## src/rtl/adder_ctrl_pkg.sv

```systemverilog
// ---------------------------------------------------------------------------
// adder_ctrl_pkg
// Shared definitions for the nibble-serial add/subtract sequencer and its
// 4-bit adder slice.
//   NIBBLE_W  : width of the shared adder slice (one nibble per clock)
//   state_e   : sequencer state encoding, shared with the host FSM
//   idxWidth  : width of the nibble index counter for a given nibble count
// ---------------------------------------------------------------------------
package adder_ctrl_pkg;

  localparam int NIBBLE_W = 4;

  // Encoding is visible to the host FSM, so the values are pinned.
  // 2'd3 is never entered; the sequencer steers it back to IDLE.
  typedef enum logic [1:0] {
    IDLE = 2'd0,
    RUN  = 2'd1,
    DONE = 2'd2
  } state_e;

  // A single-nibble configuration still needs a 1-bit index so that the
  // counter register has a legal width.
  function automatic int idxWidth(input int nibbles);
    return (nibbles > 1) ? $clog2(nibbles) : 1;
  endfunction

endpackage

```

## src/rtl/nibble_adder_cin.sv

```systemverilog
// ---------------------------------------------------------------------------
// nibble_adder_cin
// Purely combinational 4-bit ripple-carry adder with carry in. This is the
// single datapath slice that the sequencer reuses once per nibble.
//   a, b : nibble operands
//   ci   : carry in
//   s    : nibble sum
//   co   : carry out of bit 3
// ---------------------------------------------------------------------------
module nibble_adder_cin
  import adder_ctrl_pkg::*;
(
  input  logic [NIBBLE_W-1:0] a,
  input  logic [NIBBLE_W-1:0] b,
  input  logic                ci,
  output logic [NIBBLE_W-1:0] s,
  output logic                co
);

  // Classic ripple chain: each bit produces its sum from the incoming carry
  // and generates/propagates the carry for the next bit. The carry is kept
  // in a block-local variable so the chain is evaluated in bit order.
  always_comb begin : rippleChain
    logic rippleCarry;
    rippleCarry = ci;
    s           = '0;
    for (int i = 0; i < NIBBLE_W; i++) begin
      s[i]        = a[i] ^ b[i] ^ rippleCarry;
      rippleCarry = (a[i] & b[i]) | (rippleCarry & (a[i] ^ b[i]));
    end
    co = rippleCarry;
  end

endmodule

```

## src/rtl/nibble_serial_adder_ctrl.sv

```systemverilog
// ---------------------------------------------------------------------------
// nibble_serial_adder_ctrl
// Performs a WIDTH-bit add or subtract by passing the operands through one
// shared 4-bit adder slice, one nibble per clock, least significant nibble
// first. The carry between nibbles lives in a register. A start/busy/done
// handshake lets a host FSM issue wide arithmetic without a full-width adder.
//
// Parameters
//   WIDTH : operand/result width; must be a multiple of 4 and at least 4
//
// Ports
//   clk   : rising-edge clock
//   rst   : synchronous active-high reset; aborts a running operation
//   start : request, only looked at in IDLE
//   sub   : 0 = a+b, 1 = a-b, captured with start
//   a, b  : operands, captured with start
//   busy  : high while nibbles are being processed (NIBBLES cycles)
//   done  : one-cycle pulse when sum/cout/ovf are valid
//   sum   : result register, filled nibble by nibble
//   cout  : carry out of the MSB; for subtract, 1 means no borrow
//   ovf   : signed two's-complement overflow
// ---------------------------------------------------------------------------
module nibble_serial_adder_ctrl
  import adder_ctrl_pkg::*;
#(
  parameter int WIDTH = 16
) (
  input  logic             clk,
  input  logic             rst,
  input  logic             start,
  input  logic             sub,
  input  logic [WIDTH-1:0] a,
  input  logic [WIDTH-1:0] b,
  output logic             busy,
  output logic             done,
  output logic [WIDTH-1:0] sum,
  output logic             cout,
  output logic             ovf
);

  localparam int NIBBLES = WIDTH / NIBBLE_W;
  localparam int IDX_W   = idxWidth(NIBBLES);
  localparam logic [IDX_W-1:0] LAST_IDX = IDX_W'(NIBBLES - 1);

  state_e state_q, state_d;

  logic [WIDTH-1:0] aReg_q, aReg_d;
  logic [WIDTH-1:0] bReg_q, bReg_d;
  logic [IDX_W-1:0] idx_q, idx_d;
  logic             carry_q, carry_d;
  logic [WIDTH-1:0] sum_q, sum_d;
  logic             cout_q, cout_d;
  logic             ovf_q, ovf_d;

  logic [NIBBLE_W-1:0] sliceA;
  logic [NIBBLE_W-1:0] sliceB;
  logic [NIBBLE_W-1:0] sliceSum;
  logic                sliceCo;
  logic                lastNibble;

  // Pick the nibble currently being processed out of the captured operands.
  // bReg already holds ~b for a subtract, so the slice only ever adds.
  always_comb begin
    sliceA     = aReg_q[NIBBLE_W*int'(idx_q) +: NIBBLE_W];
    sliceB     = bReg_q[NIBBLE_W*int'(idx_q) +: NIBBLE_W];
    lastNibble = (idx_q == LAST_IDX);
  end

  // The one shared adder slice; carry in comes from the inter-nibble
  // carry register.
  nibble_adder_cin u_slice (
    .a  (sliceA),
    .b  (sliceB),
    .ci (carry_q),
    .s  (sliceSum),
    .co (sliceCo)
  );

  // State register. Reset is synchronous and beats everything else, so a
  // reset during RUN simply drops back to IDLE without ever reaching DONE.
  always_ff @(posedge clk) begin
    if (rst) begin
      state_q <= IDLE;
    end else begin
      state_q <= state_d;
    end
  end

  // Next-state logic. start is only honoured in IDLE; while RUN or DONE it
  // is ignored and nothing is queued. The unused encoding recovers to IDLE.
  always_comb begin
    state_d = state_q;
    case (state_q)
      IDLE: begin
        if (start) begin
          state_d = RUN;
        end
      end
      RUN: begin
        if (lastNibble) begin
          state_d = DONE;
        end
      end
      DONE: begin
        state_d = IDLE;
      end
      default: begin
        state_d = IDLE;
      end
    endcase
  end

  // Output logic. Both handshake outputs are pure decodes of the state, so
  // busy covers exactly the NIBBLES RUN cycles and done the single DONE cycle.
  always_comb begin
    busy = (state_q == RUN);
    done = (state_q == DONE);
  end

  // Datapath next-state. On an accepted start the operands are captured and
  // subtraction is turned into a + ~b + 1 by inverting b and seeding the
  // carry with 1. Each RUN cycle writes one result nibble and advances the
  // index; the final nibble also latches cout and the signed overflow, which
  // is the MSB carry-in xor carry-out expressed from the operand MSBs.
  always_comb begin
    aReg_d  = aReg_q;
    bReg_d  = bReg_q;
    idx_d   = idx_q;
    carry_d = carry_q;
    sum_d   = sum_q;
    cout_d  = cout_q;
    ovf_d   = ovf_q;
    case (state_q)
      IDLE: begin
        if (start) begin
          aReg_d  = a;
          bReg_d  = sub ? ~b : b;
          carry_d = sub;
          idx_d   = '0;
        end
      end
      RUN: begin
        sum_d[NIBBLE_W*int'(idx_q) +: NIBBLE_W] = sliceSum;
        carry_d = sliceCo;
        if (lastNibble) begin
          idx_d  = '0;
          cout_d = sliceCo;
          ovf_d  = aReg_q[WIDTH-1] ^ bReg_q[WIDTH-1] ^ sliceSum[NIBBLE_W-1] ^ sliceCo;
        end else begin
          idx_d = idx_q + IDX_W'(1);
        end
      end
      default: begin
      end
    endcase
  end

  // Datapath registers. Everything clears on reset so a host sees a clean
  // zero result after an aborted operation.
  always_ff @(posedge clk) begin
    if (rst) begin
      aReg_q  <= '0;
      bReg_q  <= '0;
      idx_q   <= '0;
      carry_q <= 1'b0;
      sum_q   <= '0;
      cout_q  <= 1'b0;
      ovf_q   <= 1'b0;
    end else begin
      aReg_q  <= aReg_d;
      bReg_q  <= bReg_d;
      idx_q   <= idx_d;
      carry_q <= carry_d;
      sum_q   <= sum_d;
      cout_q  <= cout_d;
      ovf_q   <= ovf_d;
    end
  end

  // Result outputs come straight from their registers.
  always_comb begin
    sum  = sum_q;
    cout = cout_q;
    ovf  = ovf_q;
  end

endmodule

```

## config.mk

```make
export PLATFORM = sky130hd
export DESIGN_NAME = nibble_serial_adder_ctrl
export DESIGN_NICKNAME = d
export VERILOG_FILES = /design/src/rtl/adder_ctrl_pkg.sv /design/src/rtl/nibble_adder_cin.sv /design/src/rtl/nibble_serial_adder_ctrl.sv
export SDC_FILE = /design/constraint.sdc
export NUM_CORES = 1
export LEC_CHECK = 0
export ABC_AREA = 1
export CAP_MARGIN = 15
export CORE_MARGIN = 2
export CORE_UTILIZATION = 45
export CTS_CLUSTER_DIAMETER = 40
export DETAILED_ROUTE_END_ITERATION = 12
export GPL_TIMING_DRIVEN = 0
export HOLD_SLACK_MARGIN = 0.03
export MAX_ROUTING_LAYER = met4
export PLACE_DENSITY_LB_ADDON = 0.15
export SYNTH_ARGS = -nofsm -noshare
export SYNTH_HDL_FRONTEND = slang
export SYNTH_HIERARCHICAL = 1
export SYNTH_SLANG_ARGS = --single-unit
```

## constraint.sdc

```tcl
create_clock -name clk -period 3.1 [get_ports clk]
set_clock_uncertainty 0.1 [all_clocks]
set_input_delay 0.93 -clock clk [delete_from_list [all_inputs] [get_ports clk]]
set_output_delay 0.93 -clock clk [all_outputs]
set_load 0.02 [all_outputs]
```

After elaboration in Yosys (flattened, before gate mapping)

Index checks and enable logic that the tools add are counted.

Register bits: 55
Bits of input ports: 36

$add $sub $neg: 2
Eq/ne operators: 5
Shift-type cells: 4
Multiplexer cells: 10
Bitwise operators: 24
Reduce and logical (&&, ||, !) cells: 6

Operator list:

| kind                                                   | number |
|---|---|
| negator 4 -> 33 bit                                    | 1 |
| variable shift 4 x 33 -> 16 bit (first input constant) | 1 |
| indexed part select 4 x 33 -> 16 bit                   | 1 |
| indexed part select 16 x 5 -> 4 bit                    | 2 |
| bitwise mux 16 bit                                     | 1 |
| 2-to-1 mux 16 bit                                      | 1 |
| inverter 16 bit                                        | 1 |
| bitwise XOR 1 bit                                      | 11 |
| AND 1 bit                                              | 8 |
| 2-to-1 mux 2 bit                                       | 4 |
| case mux 2 bit (2 select lines)                        | 2 |
| AND reduction 2 bit                                    | 4 |
| equality test 2 bit (second input constant)            | 2 |
| bitwise OR 1 bit                                       | 4 |
| adder 2 x 1 -> 2 bit (second input constant)           | 1 |
| equality test 2 x 1 -> 1 bit (second input constant)   | 1 |
| zero test 2 bit                                        | 1 |
| inequality test 2 x 1 -> 1 bit (second input constant) | 1 |
| inequality test 2 bit (second input constant)          | 1 |
| case mux 1 bit (2 select lines)                        | 1 |
| nonzero test 2 bit                                     | 1 |
| 2-to-1 mux 1 bit                                       | 1 |

Logic depth before layout (Yosys ltp)

Gate-level depths: netlist of run 1.

Word-level depth: 11
Depth in mapped cells: 19

Hierarchy

The synthesis of run 1 kept the hierarchy.

Modules (own cells, without submodules):

| module                   | times used | cells an instance | area each (µm²) | sequential area each (µm²) |
|---|---|---|---|---|
| nibble_serial_adder_ctrl | 1          | 374               | 2,625.0         | 1,101.1 |
| nibble_adder_cin         | 1          | 14                | 117.6           | 0.0 |

Least setup slack after synthesis of run 1

OpenSTA, ideal clock, no wires.

Kind: register to register
From: register idx_q[1]
To: register ovf_q, in the netlist ovf
Library setup time: 0.109 ns
Arrival time: 2.874 ns
Data required time: 2.891 ns
Path slack: 0.017 ns
Cell stages (with the launch flop): 20
Path buffers: 1
Period minus slack after synthesis: 3.083 ns
Path through: dfxtp_1 > clkbuf_1 > inv_1 > o21ai_0 > o22ai_1 > fa_1 > inv_1 > fa_1 > inv_1 > fa_1 > inv_1 > fa_1 > inv_1 > inv_1 > nand2_1 > nand2_1 > nand2_1 > nand3_1 > nand2_1 > inv_1

Word-level cells in the longest chain between the ends: 11
Elaborated cells on any way between the ends: 23
Those cells by class: eq/ne (1); shift (2); bitwise (19); reduce/logical (1)

Ends and longest elaborated chain:

| item                                  | RTL line                        | source |
|---|---|---|
| from (decl)                           | nibble_serial_adder_ctrl.sv:49  | `logic [IDX_W-1:0] idx_q, idx_d;` |
| from (signal assigned)                | nibble_serial_adder_ctrl.sv:172 | `idx_q <= idx_d;` |
| indexed part select 16 x 5 -> 4 bit * | nibble_serial_adder_ctrl.sv:64  | `sliceA = aReg_q[NIBBLE_W*int'(idx_q) +: NIBBLE_W];` |
| net sliceA[0]                         | nibble_serial_adder_ctrl.sv:55  | `logic [NIBBLE_W-1:0] sliceA;` |
| bitwise XOR 1 bit                     | nibble_adder_cin.sv:29          | `rippleCarry = (a[i] & b[i]) \| (rippleCarry & (a[i] ^ b[i]));` |
| AND 1 bit                             | nibble_adder_cin.sv:29          |  |
| bitwise OR 1 bit *                    | nibble_adder_cin.sv:29          |  |
| AND 1 bit *                           | nibble_adder_cin.sv:29          |  |
| bitwise OR 1 bit *                    | nibble_adder_cin.sv:29          |  |
| AND 1 bit *                           | nibble_adder_cin.sv:29          |  |
| bitwise OR 1 bit *                    | nibble_adder_cin.sv:29          |  |
| bitwise XOR 1 bit *                   | nibble_adder_cin.sv:28          | `s[i] = a[i] ^ b[i] ^ rippleCarry;` |
| net sliceSum[3]                       | nibble_serial_adder_ctrl.sv:57  | `logic [NIBBLE_W-1:0] sliceSum;` |
| bitwise XOR 1 bit * (2 in a row)      | nibble_serial_adder_ctrl.sv:148 | `ovf_d = aReg_q[WIDTH-1] ^ bReg_q[WIDTH-1] ^ sliceSum[NIBBLE_W-1] ^ sliceCo;` |
| to (signal assigned)                  | nibble_serial_adder_ctrl.sv:176 | `ovf_q <= ovf_d;` |
| to (decl)                             | nibble_serial_adder_ctrl.sv:53  | `logic ovf_q, ovf_d;` |

The timed path passes the listed nets; every way through them passes the cells marked *.
A chain may end at the register's enable or synchronous reset.

Worst setup path in the final report of run 1

From: register idx_q[0]
To: register ovf_q, in the netlist ovf

The elaborated chain is that of the path after synthesis.

==> Implementation_results.wiki, run 1 <==
{| class="wikitable"
! Metric !! Value
|-
| Y dimension of the die || 82.1 um
|-
| Detailed-route DRC error count || 0
|-
| Fraction of the core area covered by cells at the end of the flow || 61.9%
|-
| Number of synthesized register bits || 55
|-
| Hold buffers post-CTS || 0
|-
| Half-perimeter wire length after detailed placement || 4770 um
|-
| Number of cells on the worst reg-to-reg path || 19
|-
| Share of synthesized area occupied by flip-flops and latches || 40.1%
|-
| Setup slack of the critical path after layout || 0.0981 ns
|-
| Placement row count || 28
|-
| Total of max-cap violations || 0
|-
| Maximum number of pins on one net before global-route repair || 16
|-
| Achievable Freq || 333 MHz
|-
| Number of buffers added on ports || 54
|-
| Cell area after synthesis || 2740 um^2
|-
| First-pass GRT wire length || 11,000 um
|-
| Share of cells above drive strength 1 || 13.9%
|-
| Startpoint of the worst hold path || sum[1]
|-
| Antenna Nets Post-Route || 0
|-
| Total non-filler cell area in the finished layout || 3660 um^2
|-
| TritonCTS clock tree || done
|-
| Total die area || 6740 um^2
|-
| Status || complete, no violations
|-
| WP data arrival || 3.12 ns
|-
| Bufs on Longest Clock Path || 2
|-
| Syn Area/Cell || 7.07 um^2
|-
| Critical-path cell list || inv_6, buf_8, o21ai_2, o22ai_2, fa_2, inv_2, fa_1, inv_1, fa_2, inv_2, fa_1, inv_2, inv_2, nand2_1, nand2_1, nand2_1, nand3_1, nand2_1, inv_1
|-
| Worst Tran Pin Value || 0.617 ns
|-
| Power density normalized to cell area || 451 nW/um^2
|-
| N_diodes || 0
|-
| Critical Path Max Stage Delay || 0.42 ns
|-
| Iter 0 DRT Violations || 110
|-
| Reg2reg end || ovf
|-
| Worst Path Required || 3.22 ns
|-
| Length of the first detailed-routing pass in iterations || 4
|-
| Depth of the worst hold-timing path || 2
|-
| Fin Setup TNS || 0 ns
|-
| Worst-path clk slew || 0.09 ns
|-
| Antenna violations before repair || 0
|-
| RePlAce Congestion || 0.894
|-
| Count of pins over their slew limit || 0
|-
| Core ar. || 5920 um^2
|-
| Deepest level of the CTS H-tree || 2
|-
| RSZ-0062 raised after global routing || yes
|-
| Worst-path cell with the longest stage delay || fa_1
|-
| Type of element launching the critical path || flop
|-
| Leakage power summed over all cells || 1.54 nW
|-
| Root Buffer || clkbuf_8
|-
| Area overhead of the layout relative to synthesis || 33.6%
|-
| Buffer and inverter count on the worst path || 8
|-
| Initial standard-cell utilization of the core || 46.3%
|-
| All-Layer GR Usage || 21.9%
|-
| DR WL/cell || 12.3 um
|-
| Worst IR Drop VDD || 0.285 mV
|-
| Clock Latency Late Sink || 0.31 ns
|-
| Total via count in the routed design || 2,632
|-
| Destination of the worst hold path || sum[1]
|-
| Setup crit end kind || flop
|-
| Placed standard-cell area || 3380 um^2
|-
| Number of unique standard cell types used by synthesis || 23
|-
| Clock buffer count from CTS || 5
|-
| Slew margin rel. || 58.9%
|-
| Via count of the first global-routing pass || 2,396
|-
| Number of sinks handled by clock tree synthesis || 55
|-
| Leading cell type in the layout, fill and taps excluded || nand2_1
|-
| Net count, final || 507
|-
| Horiz. Die Dim || 82.1 um
|-
| Kind of cell with the highest combined delay on the critical path || adder cells
|-
| Post-Syn Nets || 434
|-
| Cells after synthesis || 388
|-
| Total instance count after detailed placement || 517
|-
| Worst setup slack for register-to-register paths || 0.1 ns
|-
| Leading cell types in the layout, fill and taps excluded || nand2_1, nor2_1, clkdlybuf4s50_1, dfxtp_1, a21oi_1
|-
| R2R Path Start || idx_q[0]
|-
| Setup violations, final || 0
|-
| Routed wire length || 6570 um
|-
| Worst Hold Class || reg -> reg
|-
| Count of warnings emitted by yosys || 6
|-
| Non-filler instance count after layout || 536
|-
| Largest fanout on the critical path || 10
|-
| Routed vias/inst || 4.91
|-
| Crit Path Category || reg -> reg
|-
| Post-route clock period utilization || 96.8%
|-
| Fin. Hold Viols || 0
|-
| GRT overflow || 0
|-
| Worst slack at placement || -0.527 ns
|-
| Number of top-level pins || 56
|-
| Shortest clock period the worst path allows after layout || 3.00 ns
|}
-- what timing repair did --
item / 4_1_cts / 5_1_grt
pin swaps: 2 / 5
buffers inserted: 5 / 7
endpoints found under the setup margin: 9 / 6
resized for setup: 19 / 27
-- through the flow --
step,total power (W),hold WS (ns)
after floorplan,0.00105,0.340
after global placement,0.00118,0.351
after detailed placement,0.00119,0.355
after CTS,0.00162,0.369
after global routing,0.00175,0.384
final,0.00165,0.368
-- Yosys cell counts (all sizes together) --
cell type,count,area (um^2)
nand2,94,360
nor2,62,245
dfxtp,55,1100
a21oi,39,195
inv,35,131
o21ai,34,170
xor2,16,140
buf,15,86.3
nand3,13,77.6
o22ai,8,50.1
ha,6,75.1
clkbuf,4,15.0
fa,4,80.1
nor3,2,10.0
clkinv,1,5.00
-- flip-flops by register name, indices dropped and copies added, names as in the netlist --
signal and cells:
aReg_q 16, bReg_q 16, carry_q 1, cout 1, idx_q 2, ovf 1, state_q 2, sum 16
-- cell type report --
type,instances,area [um^2]
Sequential cell,55,1110
Inverter,36,145
Fill cell,569,2260
Tap cell,75,93.8
Timing Repair Buffer,66,634
Clock inverter,1,5.00
Buffer,19,148
Multi-Input combinational cell,278,1450
Clock buffer,6,82.6
-- where the power goes --
part,switching [W],internal [W]
Clock,0.000228,0.000176
Combinational,0.000264,0.000208
Sequential,0.0000282,0.000749
Total,0.000521,0.00113
-- logic make-up after synthesis --
| group | Yosys count | share of synthesized area [%] |
|---|---|---|
| compound gates | 81 | 15.1 |
| xor+xnor | 16 | 5.11 |
| fa+ha+maj | 10 | 5.66 |
| buf+inv | 55 | 8.67 |
| flops | 55 | 40.1 |
| simple gates | 171 | 25.3 |
-- how the worst max path moves through the flow --
stage / slack, ns / depth (start not counted) / startpoint / end
3_3_place_gp: -0.42 / 19 / idx_q[1] / ovf
5_1_grt: -0.06 / 19 / idx_q[1] / ovf
6_report: 0.1 / 19 / idx_q[0] / ovf
4_1_cts: 0.02 / 19 / idx_q[0] / ovf
3_5_place_dp: -0.53 / 19 / idx_q[1] / ovf
2_1_floorplan: 0.02 / 19 / idx_q[1] / ovf
-- worst reg2reg max path: stages (launching register included) --
cell and delay, ns:
dfxtp_4 0.41, inv_6 0.06, buf_8 0.14, o21ai_2 0.12, o22ai_2 0.11, fa_2 0.39, inv_2 0.06, fa_1 0.15
inv_1 0.05, fa_2 0.33, inv_2 0.06, fa_1 0.42, inv_2 0.11, inv_2 0.05, nand2_1 0.06, nand2_1 0.07
nand2_1 0.07, nand3_1 0.07, nand2_1 0.06, inv_1 0.03
-- per-layer routing --
metal	wire length, um	share of wire (%)	global-route usage (%)	vias up
met5	0	0	-	-
met4	119	1.8	8.17	0
met3	249	3.8	3.41	10
met2	3310	50	38.1	59
met1	2890	44	25.4	1195
li1	-	-	-	1368
(Power assumes the default switching activity.)
==> run 2, diff against run 1 <==
==> constraint.sdc (replaced) <==
create_clock -name clk -period 3.03 [get_ports clk]
set_clock_uncertainty 0.1 [all_clocks]
set_input_delay 0.909 -clock clk [delete_from_list [all_inputs] [get_ports clk]]
set_output_delay 0.909 -clock clk [all_outputs]
set_load 0.02 [all_outputs]
==> run 2 against run 1 <==
Combinational power about the same. Count of clock-buffer cells in the layout up 1. Flip-flop and latch count unchanged. Maximum frequency up 3.5%. Critical endpoint unchanged. Largest cell class unchanged.
==> Implementation_results.wiki, run 2 (synthesized netlist as in run 1, its figures left out) <==
{| class="wikitable"
! Metric !! Value
|-
| Total of max-cap violations || 0 (unchanged)
|-
| Worst IR Drop VDD || 0.193 mV (-32%)
|-
| Setup slack of the critical path after layout || 0.131 ns (+0.0327 ns)
|-
| Setup violations, final || 0 (unchanged)
|-
| Number of sinks handled by clock tree synthesis || 55 (unchanged)
|-
| Total instance count after detailed placement || 517 (unchanged)
|-
| Fin Setup TNS || 0 ns (unchanged)
|-
| Worst slack at placement || -0.340 ns (+0.187 ns)
|-
| Reg2reg end || ovf
|-
| Setup crit end kind || flop
|-
| RePlAce Congestion || 0.883 (-1.3%)
|-
| RSZ-0062 raised after global routing || yes
|-
| Root Buffer || clkbuf_8
|-
| Worst setup slack for register-to-register paths || 0.13 ns (+0.03 ns)
|-
| GR Layer Usage met3 || 3.74% (+0.33 points)
|-
| Initial standard-cell utilization of the core || 46.3% (unchanged)
|-
| Antenna Nets Post-Route || 0 (unchanged)
|-
| Slew margin rel. || 62.8% (+4.0 points)
|-
| Core ar. || 5920 um^2 (unchanged)
|-
| Routed wire length || 6520 um (-0.85%)
|-
| Global Route met1 Usage || 24.5% (-0.85 points)
|-
| Status || complete, no violations
|-
| Power density normalized to cell area || 452 nW/um^2 (+0.25%)
|-
| Number of buffers added on ports || 54 (unchanged)
|-
| TritonCTS clock tree || done
|-
| Length of the first detailed-routing pass in iterations || 4 (unchanged)
|-
| Detailed-route DRC error count || 0 (unchanged)
|-
| Number of cells on the worst reg-to-reg path || 18 (-1)
|-
| Y dimension of the die || 82.1 um (unchanged)
|-
| Half-perimeter wire length after detailed placement || 4660 um (-2.3%)
|-
| Busiest grt layer || met2
|-
| Deepest level of the CTS H-tree || 2 (unchanged)
|-
| Worst-path clk slew || 0.09 ns (about the same)
|-
| Total die area || 6740 um^2 (unchanged)
|-
| Destination of the worst hold path || sum[1]
|-
| Final Total Pwr || 0.00165 W (about the same)
|-
| Type of element launching the critical path || flop
|-
| Routed vias/inst || 4.83 (-1.6%)
|-
| Net count, final || 508 (+0.20%)
|-
| Maximum number of pins on one net before global-route repair || 16 (unchanged)
|-
| Horiz. Die Dim || 82.1 um (unchanged)
|-
| Placement row count || 28 (unchanged)
|-
| Number of top-level pins || 56 (unchanged)
|-
| Depth of the worst hold-timing path || 2 (unchanged)
|-
| Crit Path Category || reg -> reg
|-
| Total via count in the routed design || 2,600 (-1.2%)
|-
| Leading cell types in the layout, fill and taps excluded || nand2_1, nor2_1, clkdlybuf4s50_1, dfxtp_1, a21oi_1
|-
| WP data arrival || 3.02 ns (-0.10 ns)
|-
| Antenna violations before repair || 0 (unchanged)
|-
| Achievable Freq || 345 MHz (+3.5%)
|-
| DR WL/cell || 12.1 um (-1.2%)
|-
| Via count of the first global-routing pass || 2,422 (+1.1%)
|-
| R2R Path Start || idx_q[0]
|-
| Iter 0 DRT Violations || 158 (+44%)
|-
| Leading cell type in the layout, fill and taps excluded || nand2_1
|-
| Share of cells above drive strength 1 || 14.3% (+0.37 points)
|-
| Fin. Hold Viols || 0 (unchanged)
|-
| Startpoint of the worst hold path || sum[1]
|-
| Leakage power summed over all cells || 1.53 nW (-0.49%)
|-
| Largest fanout on the critical path || 10 (unchanged)
|-
| Hold buffers post-CTS || 0 (unchanged)
|-
| Clock Latency Late Sink || 0.31 ns (about the same)
|-
| Clock buffer count from CTS || 5 (unchanged)
|-
| Global-route track usage on met2 || 38.1% (unchanged)
|-
| Count of pins over their slew limit || 0 (unchanged)
|-
| GRT overflow || 0 (unchanged)
|-
| Shortest clock period the worst path allows after layout || 2.90 ns (-0.103 ns)
|-
| Worst Hold Class || reg -> reg
|-
| Worst Path Required || 3.15 ns (-0.07 ns)
|-
| Non-filler instance count after layout || 538 (+0.37%)
|-
| Area overhead of the layout relative to synthesis || 33.3%
|-
| Post-route clock period utilization || 95.7% (-1.2 points)
|-
| First-pass GRT wire length || 10,700 um (-1.9%)
|-
| All-Layer GR Usage || 21.5% (-0.42 points)
|-
| N_diodes || 0 (unchanged)
|-
| Worst Tran Pin Value || 0.557 ns (-0.0593 ns)
|-
| Bufs on Longest Clock Path || 2 (unchanged)
|}
run 2: cell count changes in the layout (fill, tap and decap cells not counted), moves of 2 or more:
cell / delta
buf_4: +2
buf_6: +2
clkbuf_1: +2
nand2_1: +2
nand2_2: -2
nor2_1: -2
nor2_2: +2
run 2: what timing repair did:
item	in CTS	in global routing
endpoints found under the setup margin	6	5
pin swaps	3	4
buffers inserted	12	3
cloned	0	0
resized for setup	27	16
run 2: per-stage QoR:
step | instance area, um^2 | hold WS (ns) | util, %
finish | 3660 | 0.366 | 61.7
detailed placement | 3380 | 0.353 | 57.1
global placement | 3380 | 0.352 | 57.1
floorplan | 2750 | 0.340 | -
CTS | 3610 | 0.367 | 61.1
global route | 3660 | 0.385 | 61.7
run 2: worst max-delay path by stage:
stage / from / endpoint / slack [ns] / depth (start not counted)
after floorplan: idx_q[0] / ovf / 0.04 / 19
after global placement: idx_q[1] / ovf / -0.30 / 19
after CTS: idx_q[0] / ovf / 0.003 / 19
after detailed placement: idx_q[1] / ovf / -0.34 / 19
after global routing: idx_q[0] / ovf / -0.05 / 19
final: idx_q[0] / ovf / 0.13 / 18
run 2: area by class of cell:
class / instances / area, um^2
Fill cell: 561 / 2260
Tap cell: 75 / 93.8
Buffer: 18 / 124
Clock buffer: 7 / 76.3
Inverter: 36 / 143
Multi-Input combinational cell: 278 / 1450
Clock inverter: 1 / 5.00
Sequential cell: 55 / 1110
Timing Repair Buffer: 68 / 653
run 2: worst max-delay path, stage by stage, from the launching register on:
cell and delay [ns]:
dfxtp_4 0.37, buf_4 0.18, nor2_2 0.14, o22ai_2 0.10, fa_2 0.36, inv_2 0.06
fa_1 0.15, inv_1 0.05, fa_2 0.33, inv_2 0.06, fa_1 0.41, inv_2 0.11
inv_2 0.05, nand2_1 0.05, nand2_1 0.06, nand2_1 0.06, nand3_1 0.07, nand2_1 0.05
inv_1 0.03
run 2: metal layers:
layer / wire [um] / share of wire, % / vias to the layer above
li1: - / - / 1372
met1: 2770 / 43 / 1151
met2: 3330 / 51 / 69
met3: 327 / 5.0 / 8
met4: 82 / 1.3 / 0
met5: 0 / 0 / -
run 2: power breakdown:
part / leakage (nW) / total [W] / internal, W / switching, W
sequential: 0.452 / 0.000795 / 0.000765 / 0.0000293
combinational: 1.04 / 0.000471 / 0.000207 / 0.000264
clock: 0.0422 / 0.000388 / 0.000163 / 0.000226
==> run 3, diff against run 2 <==
==> constraint.sdc (replaced) <==
create_clock -name clk -period 3.03 [get_ports clk]
set_clock_uncertainty 0.1 [all_clocks]
set_input_delay 0.4545 -clock clk [delete_from_list [all_inputs] [get_ports clk]]
set_output_delay 0.4545 -clock clk [all_outputs]
set_load 0.02 [all_outputs]
==> results of run 3 <==
Same layout as run 2: the final DEF is identical, and so are final timing and power.
